File: src/rtl/exe_wb_collision_sc.sv
// exe_wb_collision_sc
//   Writeback merge for one issue lane that carries both a simple ALU and a
//   multi-cycle complex ALU. At most one result is written back per cycle.
//   When several results are ready together, the extras wait in a small FIFO.
//   Held entries always drain ahead of new arrivals, so writeback order is kept.
//
// Ports
//   clk            : clock, rising edge
//   reset          : asynchronous, active-low reset
//   recoverFlag_i  : flush; empties the FIFO and drops same-cycle inputs
//   wbPacket_S_i   : simple-ALU result (.valid qualifies)
//   wbPacket_C_i   : complex-ALU result (.valid qualifies)
//   bypassPacket_o : registered tag/data/valid for the forward-check network
//   rfWrEn_o       : register-file write enable (valid && destValid)
//   rfWrAddr_o     : register-file write address (phyDest)
//   rfWrData_o     : register-file write data (destData)
//   ctrlPacket_o   : registered packet for the active list
//   issueBlock_o   : asks the issue queue not to select a simple op next cycle
//   occupancy_o    : holding-FIFO entry count
//   overflow_o     : sticky flag, set when an entry had to be dropped

`ifndef SIZE_PHYSICAL_LOG
`define SIZE_PHYSICAL_LOG 7
`endif
`ifndef SIZE_DATA
`define SIZE_DATA 32
`endif

package exe_wb_collision_pkg;
  localparam int SIZE_PHYSICAL_LOG   = `SIZE_PHYSICAL_LOG;
  localparam int SIZE_DATA           = `SIZE_DATA;
  localparam int SIZE_ACTIVELIST_LOG = 5;
  localparam int SIZE_FLAGS          = 4;

  typedef struct packed {
    logic                           valid;
    logic [SIZE_ACTIVELIST_LOG-1:0] alID;
    logic [SIZE_FLAGS-1:0]          flags;
    logic                           destValid;
    logic [SIZE_PHYSICAL_LOG-1:0]   phyDest;
    logic [SIZE_DATA-1:0]           destData;
  } wbPkt;

  typedef struct packed {
    logic                         valid;
    logic [SIZE_PHYSICAL_LOG-1:0] tag;
    logic [SIZE_DATA-1:0]         data;
  } bypassPkt;
endpackage

module exe_wb_collision_sc
  import exe_wb_collision_pkg::*;
#(
  parameter int HOLD_DEPTH = 2,
  parameter int CNT_W      = $clog2(HOLD_DEPTH + 1)
) (
  input  logic                          clk,
  input  logic                          reset,
  input  logic                          recoverFlag_i,
  input  wbPkt                          wbPacket_S_i,
  input  wbPkt                          wbPacket_C_i,
  output bypassPkt                      bypassPacket_o,
  output logic                          rfWrEn_o,
  output logic [`SIZE_PHYSICAL_LOG-1:0] rfWrAddr_o,
  output logic [`SIZE_DATA-1:0]         rfWrData_o,
  output wbPkt                          ctrlPacket_o,
  output logic                          issueBlock_o,
  output logic [CNT_W-1:0]              occupancy_o,
  output logic                          overflow_o
);

  localparam int PTR_W = (HOLD_DEPTH > 1) ? $clog2(HOLD_DEPTH) : 1;

  wbPkt                         r_mem [HOLD_DEPTH];
  logic [PTR_W-1:0]             r_rd_ptr;
  logic [PTR_W-1:0]             r_wr_ptr;
  logic [CNT_W-1:0]             r_occ;
  bypassPkt                     r_bypass;
  logic                         r_rf_wr_en;
  logic [SIZE_PHYSICAL_LOG-1:0] r_rf_wr_addr;
  logic [SIZE_DATA-1:0]         r_rf_wr_data;
  wbPkt                         r_ctrl;
  logic                         r_issue_block;
  logic                         r_overflow;

  wbPkt             w_sel;
  logic             w_deq;
  logic             w_enq_c;
  logic             w_enq_s;
  logic             w_wr_c;
  logic             w_wr_s;
  logic             w_drop;
  logic [PTR_W-1:0] w_s_addr;
  logic [CNT_W-1:0] w_occ_next;
  logic             w_issue_block_next;

  // Selection priority: FIFO head, then C, then S. Whatever valid input is
  // not selected goes into the FIFO, C ahead of S.
  always_comb begin
    int room;
    // NOTE: every combinational output gets a default first so no path
    // leaves it unassigned; that is what keeps latches from being inferred.
    w_sel   = '0;
    w_deq   = (r_occ != '0);
    w_enq_c = wbPacket_C_i.valid;
    w_enq_s = wbPacket_S_i.valid;

    if (w_deq) begin
      w_sel = r_mem[r_rd_ptr];
    end else if (wbPacket_C_i.valid) begin
      w_sel   = wbPacket_C_i;
      w_enq_c = 1'b0;
    end else if (wbPacket_S_i.valid) begin
      w_sel   = wbPacket_S_i;
      w_enq_s = 1'b0;
    end

    // A dequeue frees its slot in the same cycle. That means C always fits,
    // so only S can be dropped.
    room   = HOLD_DEPTH - int'(r_occ) + int'(w_deq);
    w_wr_c = w_enq_c && (room >= 1);
    w_wr_s = w_enq_s && (room >= (w_wr_c ? 2 : 1));
    w_drop = (w_enq_c && !w_wr_c) || (w_enq_s && !w_wr_s);

    w_s_addr           = r_wr_ptr + PTR_W'(w_wr_c);
    w_occ_next         = r_occ + CNT_W'(w_wr_c) + CNT_W'(w_wr_s) - CNT_W'(w_deq);
    w_issue_block_next = (int'(w_occ_next) >= HOLD_DEPTH - 1);
  end

  // NOTE: the holding storage has no reset. Only pointers and the count
  // define which entries are live, so stale contents are never observed.
  always_ff @(posedge clk) begin
    if (!recoverFlag_i) begin
      if (w_wr_c) r_mem[r_wr_ptr] <= wbPacket_C_i;
      if (w_wr_s) r_mem[w_s_addr] <= wbPacket_S_i;
    end
  end

  // NOTE: sequential state uses non-blocking assignments only, so every
  // register samples pre-edge values no matter what order the statements are in.
  always_ff @(posedge clk or negedge reset) begin
    if (!reset) begin
      r_rd_ptr      <= '0;
      r_wr_ptr      <= '0;
      r_occ         <= '0;
      r_bypass      <= '0;
      r_rf_wr_en    <= 1'b0;
      r_rf_wr_addr  <= '0;
      r_rf_wr_data  <= '0;
      r_ctrl        <= '0;
      r_issue_block <= 1'b0;
      r_overflow    <= 1'b0;
    end else if (recoverFlag_i) begin
      // Flush: drop held and arriving results. The error flag is kept.
      r_rd_ptr      <= '0;
      r_wr_ptr      <= '0;
      r_occ         <= '0;
      r_bypass      <= '0;
      r_rf_wr_en    <= 1'b0;
      r_rf_wr_addr  <= '0;
      r_rf_wr_data  <= '0;
      r_ctrl        <= '0;
      r_issue_block <= 1'b0;
    end else begin
      r_rd_ptr      <= r_rd_ptr + PTR_W'(w_deq);
      r_wr_ptr      <= w_s_addr + PTR_W'(w_wr_s);
      r_occ         <= w_occ_next;
      // w_sel is all-zero when nothing is selected, which zeroes the data fields.
      r_bypass      <= '{valid: w_sel.valid, tag: w_sel.phyDest, data: w_sel.destData};
      r_rf_wr_en    <= w_sel.valid & w_sel.destValid;
      r_rf_wr_addr  <= w_sel.phyDest;
      r_rf_wr_data  <= w_sel.destData;
      r_ctrl        <= w_sel;
      r_issue_block <= w_issue_block_next;
      if (w_drop) r_overflow <= 1'b1;
    end
  end

  assign bypassPacket_o = r_bypass;
  assign rfWrEn_o       = r_rf_wr_en;
  assign rfWrAddr_o     = r_rf_wr_addr;
  assign rfWrData_o     = r_rf_wr_data;
  assign ctrlPacket_o   = r_ctrl;
  assign issueBlock_o   = r_issue_block;
  assign occupancy_o    = r_occ;
  assign overflow_o     = r_overflow;

endmodule

File: config.mk
export PLATFORM = sky130hd
export DESIGN_NAME = exe_wb_collision_sc
export DESIGN_NICKNAME = d
export VERILOG_FILES = /design/src/rtl/exe_wb_collision_sc.sv
export SDC_FILE = /design/constraint.sdc
export NUM_CORES = 1
export LEC_CHECK = 0
export ABC_AREA = 1
export CORE_ASPECT_RATIO = 0.7
export CORE_MARGIN = 2
export CORE_UTILIZATION = 48
export DETAILED_ROUTE_END_ITERATION = 6
export PLACE_DENSITY = 0.78
export REMOVE_ABC_BUFFERS = 1
export SKIP_CTS_REPAIR_TIMING = 1
export SYNTH_ARGS = -nofsm -noshare
export SYNTH_HDL_FRONTEND = slang
export SYNTH_SLANG_ARGS = --single-unit
File: constraint.sdc
create_clock -name clk -period 5.85 [get_ports clk]
set_clock_uncertainty 0.1 [all_clocks]
set_input_delay 0.585 -clock clk [delete_from_list [all_inputs] [get_ports clk]]
set_output_delay 0.585 -clock clk [all_outputs]
set_load 0.005 [all_outputs]
==> results.toml, run 1 <==
[power_and_ir_drop]
ir_worst_vdd_mv = 0.198
p_sw_w = 0.00151
intPower_w = 0.00309
seqPwrFrac = 0.368
p_leak_nw = 4.42
p_sw_frac = 0.329
p_clk_frac = 0.248
pwr-share-comb = 0.385
power_density_mw_per_mm2 = 439

[timing]
period_needed_ns = 3.48
final-max-slew-violation-count = 0
setup_ws_ns = 2.37
tightest_slew_ns = 1.13
slew_headroom = 0.242
whs_ns = 0.225
rsz0062_at_grt = "false"
tns_ns = 0
finalCritPeriodShare = 0.594
setup_viol = 0
hold_viol = 0
max_freq_mhz = 288

[drt]
vias = 6659
drtAntennaViolNets = 0
drt_iter0_markers = 504
viasPerCell = 5.31
drc_errors = 0
wl_per_cell_um = 16.7
drtPass1Iterations = 5
wl_mm = 20.9

[cells_and_area]
area_delta_synth_final_pct = 31.0
nets = 1122
final_cell_count_no_fill = 1255
final_area_mm2 = 0.0105
fillCellCount = 1306
diodes = 0
layout-drive-gt1-share = 0.0466

[clock_tree]
clk_pin_slew_worst_paths_ns = 0.06
clk_latency_ns = 0.42
h-tree-depth = 4
cts_root_buffer = "clkbuf_16"
cts_buffers = 17
cts_tree = "done"
cts_sinks = 157
clock_path_buffers = 2

[synth]
syn_avg_cell_area_um2 = 8.97
synth_common_cells = "nand2_1, edfxtp_1, o21ai_1, a21oi_1, buf_4"
synth_most_common_cell = "nand2_1"
synth_top_area_frac = 0.375
ys_warn_count = 0
yosysSeqAreaShare = 0.553
synthTopCellsByArea = "edfxtp_1, dfrtp_1, nand2_1"
synth_edf_count = 100
async_flop_share = 0.363
synth_top_area_cell = "edfxtp_1"
synth.ff_latch_count = 157
ys_types = 26
syn-cell-area_mm2 = 0.00801
synth-main-ff-cell = "edfxtp_1"
syn_inst = 893

[run_status]
status = "complete, no violations"

[critical_path]
cp_max_fo = 100
startpoint_type = "input pin"
endpoint_kind = "flop"
crit_slowest_cell = "nand3_4"
required_ns = 5.80
slowest_delay_ns = 0.82
critPathArrivalTime_ns = 3.42
cp_cell_sequence = "buf_2 > inv_1 > nand2_1 > nand3_1 > nor2_4 > nand3_4 > o21ai_4 > buf_4"
worstSetupPathType = "input pin to flop"

[floorplanning]
core_area_mm2 = 0.0163
start_util = 0.490
dieArea_mm2 = 0.0178
pin_count = 237
die_h_um = 112
die-width_um = 158
rows = 39

[global_routing]
antenna_found_initial = 1
grt_max_degree = 101
grt_pass1_wl_mm = 33.2
overflow = 0
grt_pass1_vias = 6472
track_usage = 0.242

[flow_run]
drv_cap = 0

[placement]
post_dp_cell_area_mm2 = 0.00989
placed_cells = 1223
numPortBuffers = 236
hpwl_mm = 13.0
preCtsSetupSlack_ns = 1.94
place_congestion = 0.831

[min_path]
hold_path_class = "input pin to asynchronous set/reset pin"
[state kept, by name, summed over array words and instances (netlist names)]
signal          count
overflow_o          1
r_rd_ptr            1
issueBlock_o        1
ctrlPacket_o       47
r_wr_ptr            1
bypassPacket_o      3
rfWrEn_o            1
occupancy_o         2
r_mem             100
[final timing paths]
path | endpoint | startpoint | depth (start not counted) | slack [ns]
worst max-delay path | r_mem[0][47] | wbPacket_C_i[49] | 8 | 2.37
worst min-delay path | rfWrEn_o | reset | 2 | 0.23
worst max register to register | r_mem[0][47] | occupancy_o[0] | 6 | 2.44
worst min register to register | overflow_o | overflow_o | 1 | 0.36
max in group asynchronous | r_rd_ptr | reset | 2 | 4.88
min in group clk | overflow_o | overflow_o | 1 | 0.36
[final cells by class]
type | count | area, um2 | area share
sequential | 157 | 4430 | 0.422
multi-input combinational | 536 | 2550 | 0.243
timing repair buffer | 241 | 2390 | 0.228
clock buffer | 19 | 443 | 0.0422
tap | 225 | 282 | 0.0268
inverter | 64 | 240 | 0.0229
clock inverter | 13 | 163 | 0.0155
[worst max-delay path, delay by kind of cell]
family,cells,cell delay (ns)
buffers and inverters,3,1.10
AND/OR/NAND/NOR,4,1.31
AO/OA/AOI/OAI,1,0.36
[layout by cell type (no fill, tap or decap), drive strengths merged, types with 19 or more instances in the layout]
master / count
o21ai: 105
dfrtp: 57
nand2: 266
a21oi: 97
inv: 67
edfxtp: 100
o211ai: 48
clkdlybuf4s50: 234
clkbuf: 19
[metal layers]
| layer | wire (um) | vias to the layer above | global-route usage |
|---|---|---|---|
| li1 | - | 3181 | - |
| met3 | 2010 | 23 | 0.0668 |
| met2 | 9900 | 348 | 0.397 |
| met1 | 8740 | 3105 | 0.324 |
| met5 | 13 | - | 0 |
| met4 | 243 | 2 | 0.0571 |
[cells by family (layout without fill, tap and decap cells)]
family | Yosys count | count (layout) | synth area share
AND/OR/NAND/NOR | 281 | 281 | 0.135
AO/OA/AOI/OAI | 252 | 252 | 0.173
buffers and inverters | 200 | 337 | 0.135
flip-flops | 157 | 157 | 0.553
adder cells (fa/ha/maj) | 2 | 2 | 0.00312
XOR/XNOR | 1 | 1 | 0.00109
[power groups by stage]
stage	logic [W]	registers (W)	clock network, W
after floorplan	0.000742	0.00174	0
after global placement	0.00173	0.00171	0
after detailed placement	0.00177	0.00172	0
after CTS	0.00178	0.00170	0.00115
after global routing	0.00196	0.00173	0.00120
final	0.00177	0.00169	0.00114
[through the flow]
step | util | power [W]
5_1_grt | 0.642 | 0.00489
4_1_cts | 0.642 | 0.00463
2_1_floorplan | - | 0.00248
3_3_place_gp | 0.605 | 0.00344
6_report | 0.642 | 0.00461
3_5_place_dp | 0.605 | 0.00348
No activity file was read; power rests on OpenSTA's default activity.
==> inputs of run 2 (changes only) <==
clock period = 3.41 ns   (was 5.85 ns; I/O delays follow)
==> run 2 against run 1 <==
Sequential share of layout area is 0.50 points lower. Count of clock-buffer cells in the layout shrank 2. Non-clock buffer count grew 7. Routed wire length grew 0.46%. Worst hold slack lost 0.18 ns. Critical path depth is 1 lower. Critical path type is now flop to flop. Via count grew 0.66%. Global-route usage down 0.13 points. Setup slack got worse by 1.5 ns. First-iteration DRC count is 2.4% higher. Clock power is 82% higher. Combinational power is 78% higher. Largest power group unchanged.
==> results.toml, run 2 (synthesized netlist as in run 1, its figures left out) <==
[run_status]
status = "complete, no violations"

[global_routing]
grt_pass1_vias = 6370
overflow = 0
grt_pass1_wl_mm = 33.0
antenna_found_initial = 0
track_usage = 0.241
grt_max_degree = 100

[drt]
drt_iter0_markers = 516
drc_errors = 0
wl_mm = 21.0
drtAntennaViolNets = 0
wl_per_cell_um = 16.6
vias = 6703
viasPerCell = 5.31
drtPass1Iterations = 5

[clock_tree]
clk_pin_slew_worst_paths_ns = 0.06
cts_sinks = 157
clk_latency_ns = 0.41
cts_buffers = 17
h-tree-depth = 4
clock_path_buffers = 2
cts_root_buffer = "clkbuf_16"
cts_tree = "done"

[timing]
whs_ns = 0.0476
setup_ws_ns = 0.903
max_freq_mhz = 399
finalCritPeriodShare = 0.735
final-max-slew-violation-count = 0
setup_viol = 0
rsz0062_at_grt = "false"
tightest_slew_ns = 1.13
tns_ns = 0
slew_headroom = 0.247
period_needed_ns = 2.51
hold_viol = 0

[cells_and_area]
top_register = "r_mem"
area_delta_synth_final_pct = 32.5
final_cell_count_no_fill = 1262
finish.utilization = 0.650
largest_reg_flops = 100
layout_common_cells = "nand2_1, clkdlybuf4s50_1, edfxtp_1, o21ai_1, a21oi_1"
diodes = 0
layout-drive-gt1-share = 0.0530
layout_commonest_cell = "nand2_1"
nets = 1129

[floorplanning]
start_util = 0.490
pin_count = 237
rows = 39
dieArea_mm2 = 0.0178
core_area_mm2 = 0.0163
die_h_um = 112
die-width_um = 158

[placement]
hpwl_mm = 13.1
preCtsSetupSlack_ns = 0.735
placed_cells = 1230
numPortBuffers = 236
place_congestion = 0.810

[power_and_ir_drop]
ir_worst_vdd_mv = 0.363
power_density_mw_per_mm2 = 759
p_leak_nw = 4.49

[flow_run]
drv_cap = 0

[critical_path]
slowest_delay_ns = 0.71
worstSetupPathType = "flop to flop"
cp_cell_sequence = "inv_1 > nand2_1 > nand3_1 > inv_1 > nand2_1 > o21ai_4 > buf_12"
endpoint_kind = "flop"
crit_family = "compound AO/OA/AOI/OAI gates"
crit_slowest_cell = "o21ai_4"
required_ns = 3.42
crit_buf_inv = 3
critPathArrivalTime_ns = 2.52
cp_max_fo = 26
startpoint_type = "flop"

[min_path]
hold_path_class = "input pin to asynchronous set/reset pin"
==> run 2: path summary, 6_finish.rpt <==
| kind | start | endpoint | slack (ns) | depth (start not counted) |
|---|---|---|---|---|
| hold reg to reg | overflow_o | overflow_o | 0.36 | 1 |
| max in group asynchronous | reset | ctrlPacket_o[28] | 2.34 | 2 |
| hold / removal | reset | ctrlPacket_o[7] | 0.05 | 1 |
| setup / recovery | occupancy_o[0] | r_mem[0][39] | 0.90 | 7 |
| setup reg to reg | occupancy_o[0] | r_mem[0][39] | 0.90 | 7 |
| min in group clk | overflow_o | overflow_o | 0.36 | 1 |
==> run 2: area by class of cell <==
type	count	area, um2
clock inverters	15	215
well taps	225	282
clock buffers	17	425
flip-flops and latches	157	4430
fillers	1272	5730
repair buffers	248	2480
multi-input cells	536	2550
inverters	64	240
==> run 2: per-layer routing <==
metal | up-vias | routed length [um] | GRT usage
met3 | 10 | 2080 | 0.0544
met2 | 361 | 10100 | 0.390
li1 | 3197 | - | -
met1 | 3135 | 8730 | 0.335
met4 | 0 | 103 | 0.0529
met5 | - | 0 | 0
==> run 2: report_power, final <==
part | total [W] | internal [W] | switching, W
Sequential | 0.00283 | 0.00259 | 0.000244
Combinational | 0.00315 | 0.00157 | 0.00158
Clock | 0.00208 | 0.00130 | 0.000777
Total | 0.00806 | 0.00546 | 0.00260
==> run 2: per-stage QoR <==
stage | total power [W] | area (um2)
2_1_floorplan | 0.00426 | 7170
3_3_place_gp | 0.00595 | 9980
3_5_place_dp | 0.00601 | 9980
4_1_cts | 0.00811 | 10600
5_1_grt | 0.00854 | 10600
6_report | 0.00806 | 10600
==> inputs of run 3 (changes only) <==
CORE_UTILIZATION = 43   (was 48)
PLACE_DENSITY = 0.74   (was 0.78)
clock period = 2.2 ns   (was 3.41 ns; I/O delays follow)
==> run 3 against run 2 <==
The flow now finishes with violations (DRC). Setup slack worse by 0.73 ns. Worst hold slack better by 0.14 ns. Flip-flop and latch count unchanged. Power up 55%. Count of clock-buffer cells in the layout up 6. First-iteration DRC count up 29%. Critical path type unchanged.
==> results.toml, run 3 (synthesized netlist as in run 1, its figures left out) <==
[timing]
slew_headroom = 0.673
max_freq_mhz = 493
rsz0062_at_grt = "false"
period_needed_ns = 2.03
final-max-slew-violation-count = 0
whs_ns = 0.185
setup_viol = 0
setup_ws_ns = 0.172
finalCritPeriodShare = 0.922
hold_viol = 0
tightest_slew_ns = 0.490

[clock_tree]
clk_latency_ns = 0.42
clk_pin_slew_worst_paths_ns = 0.06
clock_path_buffers = 2
cts_sinks = 157
cts_root_buffer = "clkbuf_16"
cts_buffers = 17
h-tree-depth = 4
cts_tree = "done"

[power_and_ir_drop]
power_density_mw_per_mm2 = 1160
ir_worst_vdd_mv = 0.617
p_leak_nw = 4.58

[drt]
drt_iter0_markers = 665
drc_errors = 18
drtPass1Iterations = 7
viasPerCell = 5.22
drtAntennaViolNets = 0
wl_mm = 21.1
vias = 6704
wl_per_cell_um = 16.5

[cells_and_area]
layout-drive-gt1-share = 0.0611
top_register = "r_mem"
layout_commonest_cell = "nand2_1"
layout_common_cells = "nand2_1, clkdlybuf4s50_1, edfxtp_1, o21ai_1, a21oi_1"
nets = 1141
area_delta_synth_final_pct = 35.3
diodes = 0
largest_reg_flops = 100

[critical_path]
endpoint_kind = "flop"
crit_buf_inv = 1
crit_slowest_cell = "dfrtp_1"
cp_max_fo = 27
required_ns = 2.21
reg2reg_slack_ns = 0.17
cp_cell_sequence = "o21ai_1 > nand3_1 > nor2_4 > nand3_4 > o21ai_4 > buf_12"
startpoint_type = "flop"
ff2ff_path_depth = 6
critPathArrivalTime_ns = 2.04
slowest_delay_ns = 0.41
cp.depth = 6
crit_family = "simple AND/OR/NAND/NOR gates"
worstSetupPathType = "flop to flop"

[global_routing]
grt_busiest_layer = "met2"
overflow = 0
grt_pass1_wl_mm = 33.9
grt_max_degree = 99
antenna_found_initial = 0
met1_usage = 0.298
track_usage = 0.218
grtUsageMet2 = 0.346
grt_util_met3 = 0.0596
grt_pass1_vias = 6402

[floorplanning]
rows = 41
dieArea_mm2 = 0.0198
die_h_um = 118
core_area_mm2 = 0.0182
die-width_um = 167
start_util = 0.441
pin_count = 237

[placement]
hpwl_mm = 13.8
place_congestion = 0.775
preCtsSetupSlack_ns = 0.0561
numPortBuffers = 236

[run_status]
violations = "DRC"
status = "finished, violations left"

[min_path]
hold_path_class = "input pin to asynchronous set/reset pin"

[flow_run]
drv_cap = 0
-- run 3: cell count changes in the layout (fill, tap and decap cells not counted), sizes merged --
cell,previous run,this run
buf,14,25
dlygate4sd3,0,1
inv,67,64
bufinv,5,4
clkinv,6,3
clkbuf,17,23
-- run 3: routing by layer --
layer	part of all wire	routed length (um)
met5	0	0
met4	0.0081	172
met3	0.095	2000
met2	0.47	9840
met1	0.43	9120
-- run 3: worst paths after layout --
path / startpoint / end
worst min register to register: overflow_o / overflow_o
worst max-delay path: occupancy_o[0] / r_mem[0][26]
worst min-delay path: reset / occupancy_o[0]
worst max register to register: occupancy_o[0] / r_mem[0][26]
max in group asynchronous: reset / ctrlPacket_o[5]
min in group clk: wbPacket_C_i[49] / r_mem[1][49]
-- run 3: worst register-to-register path: cells and delay by family (launching register included) --
| kind | cells | cell delay [ns] |
|---|---|---|
| DFF | 1 | 0.41 |
| AOI/OAI and AO/OA | 2 | 0.38 |
| buffers and inverters | 1 | 0.23 |
| and+or+nand+nor | 3 | 0.59 |
-- run 3: area by class of cell --
class / instances / area, um2
clock inverters: 8 / 141
multi-input cells: 536 / 2550
clock buffers: 23 / 458
repair buffers: 260 / 2720
inverters: 64 / 240
flip-flops and latches: 157 / 4430
well taps: 236 / 295
fillers: 1487 / 7320
-- run 3: power by group --
part           internal (W)  switching, W
clock network       0.00192       0.00114
logic               0.00259       0.00250
registers           0.00401      0.000371
-- run 3: through the flow --
step                cell area [um2]   util  TNS, ns  total power (W)  cells
floorplan                      7170      -  -723.19          0.00660    757
global placement              10200  0.563        0          0.00942   1252
detailed placement            10200  0.563        0          0.00952   1252
CTS                           10800  0.596        0           0.0126   1283
global route                  10800  0.597        0           0.0133   1284
finish                        10800  0.597        0           0.0125   1284
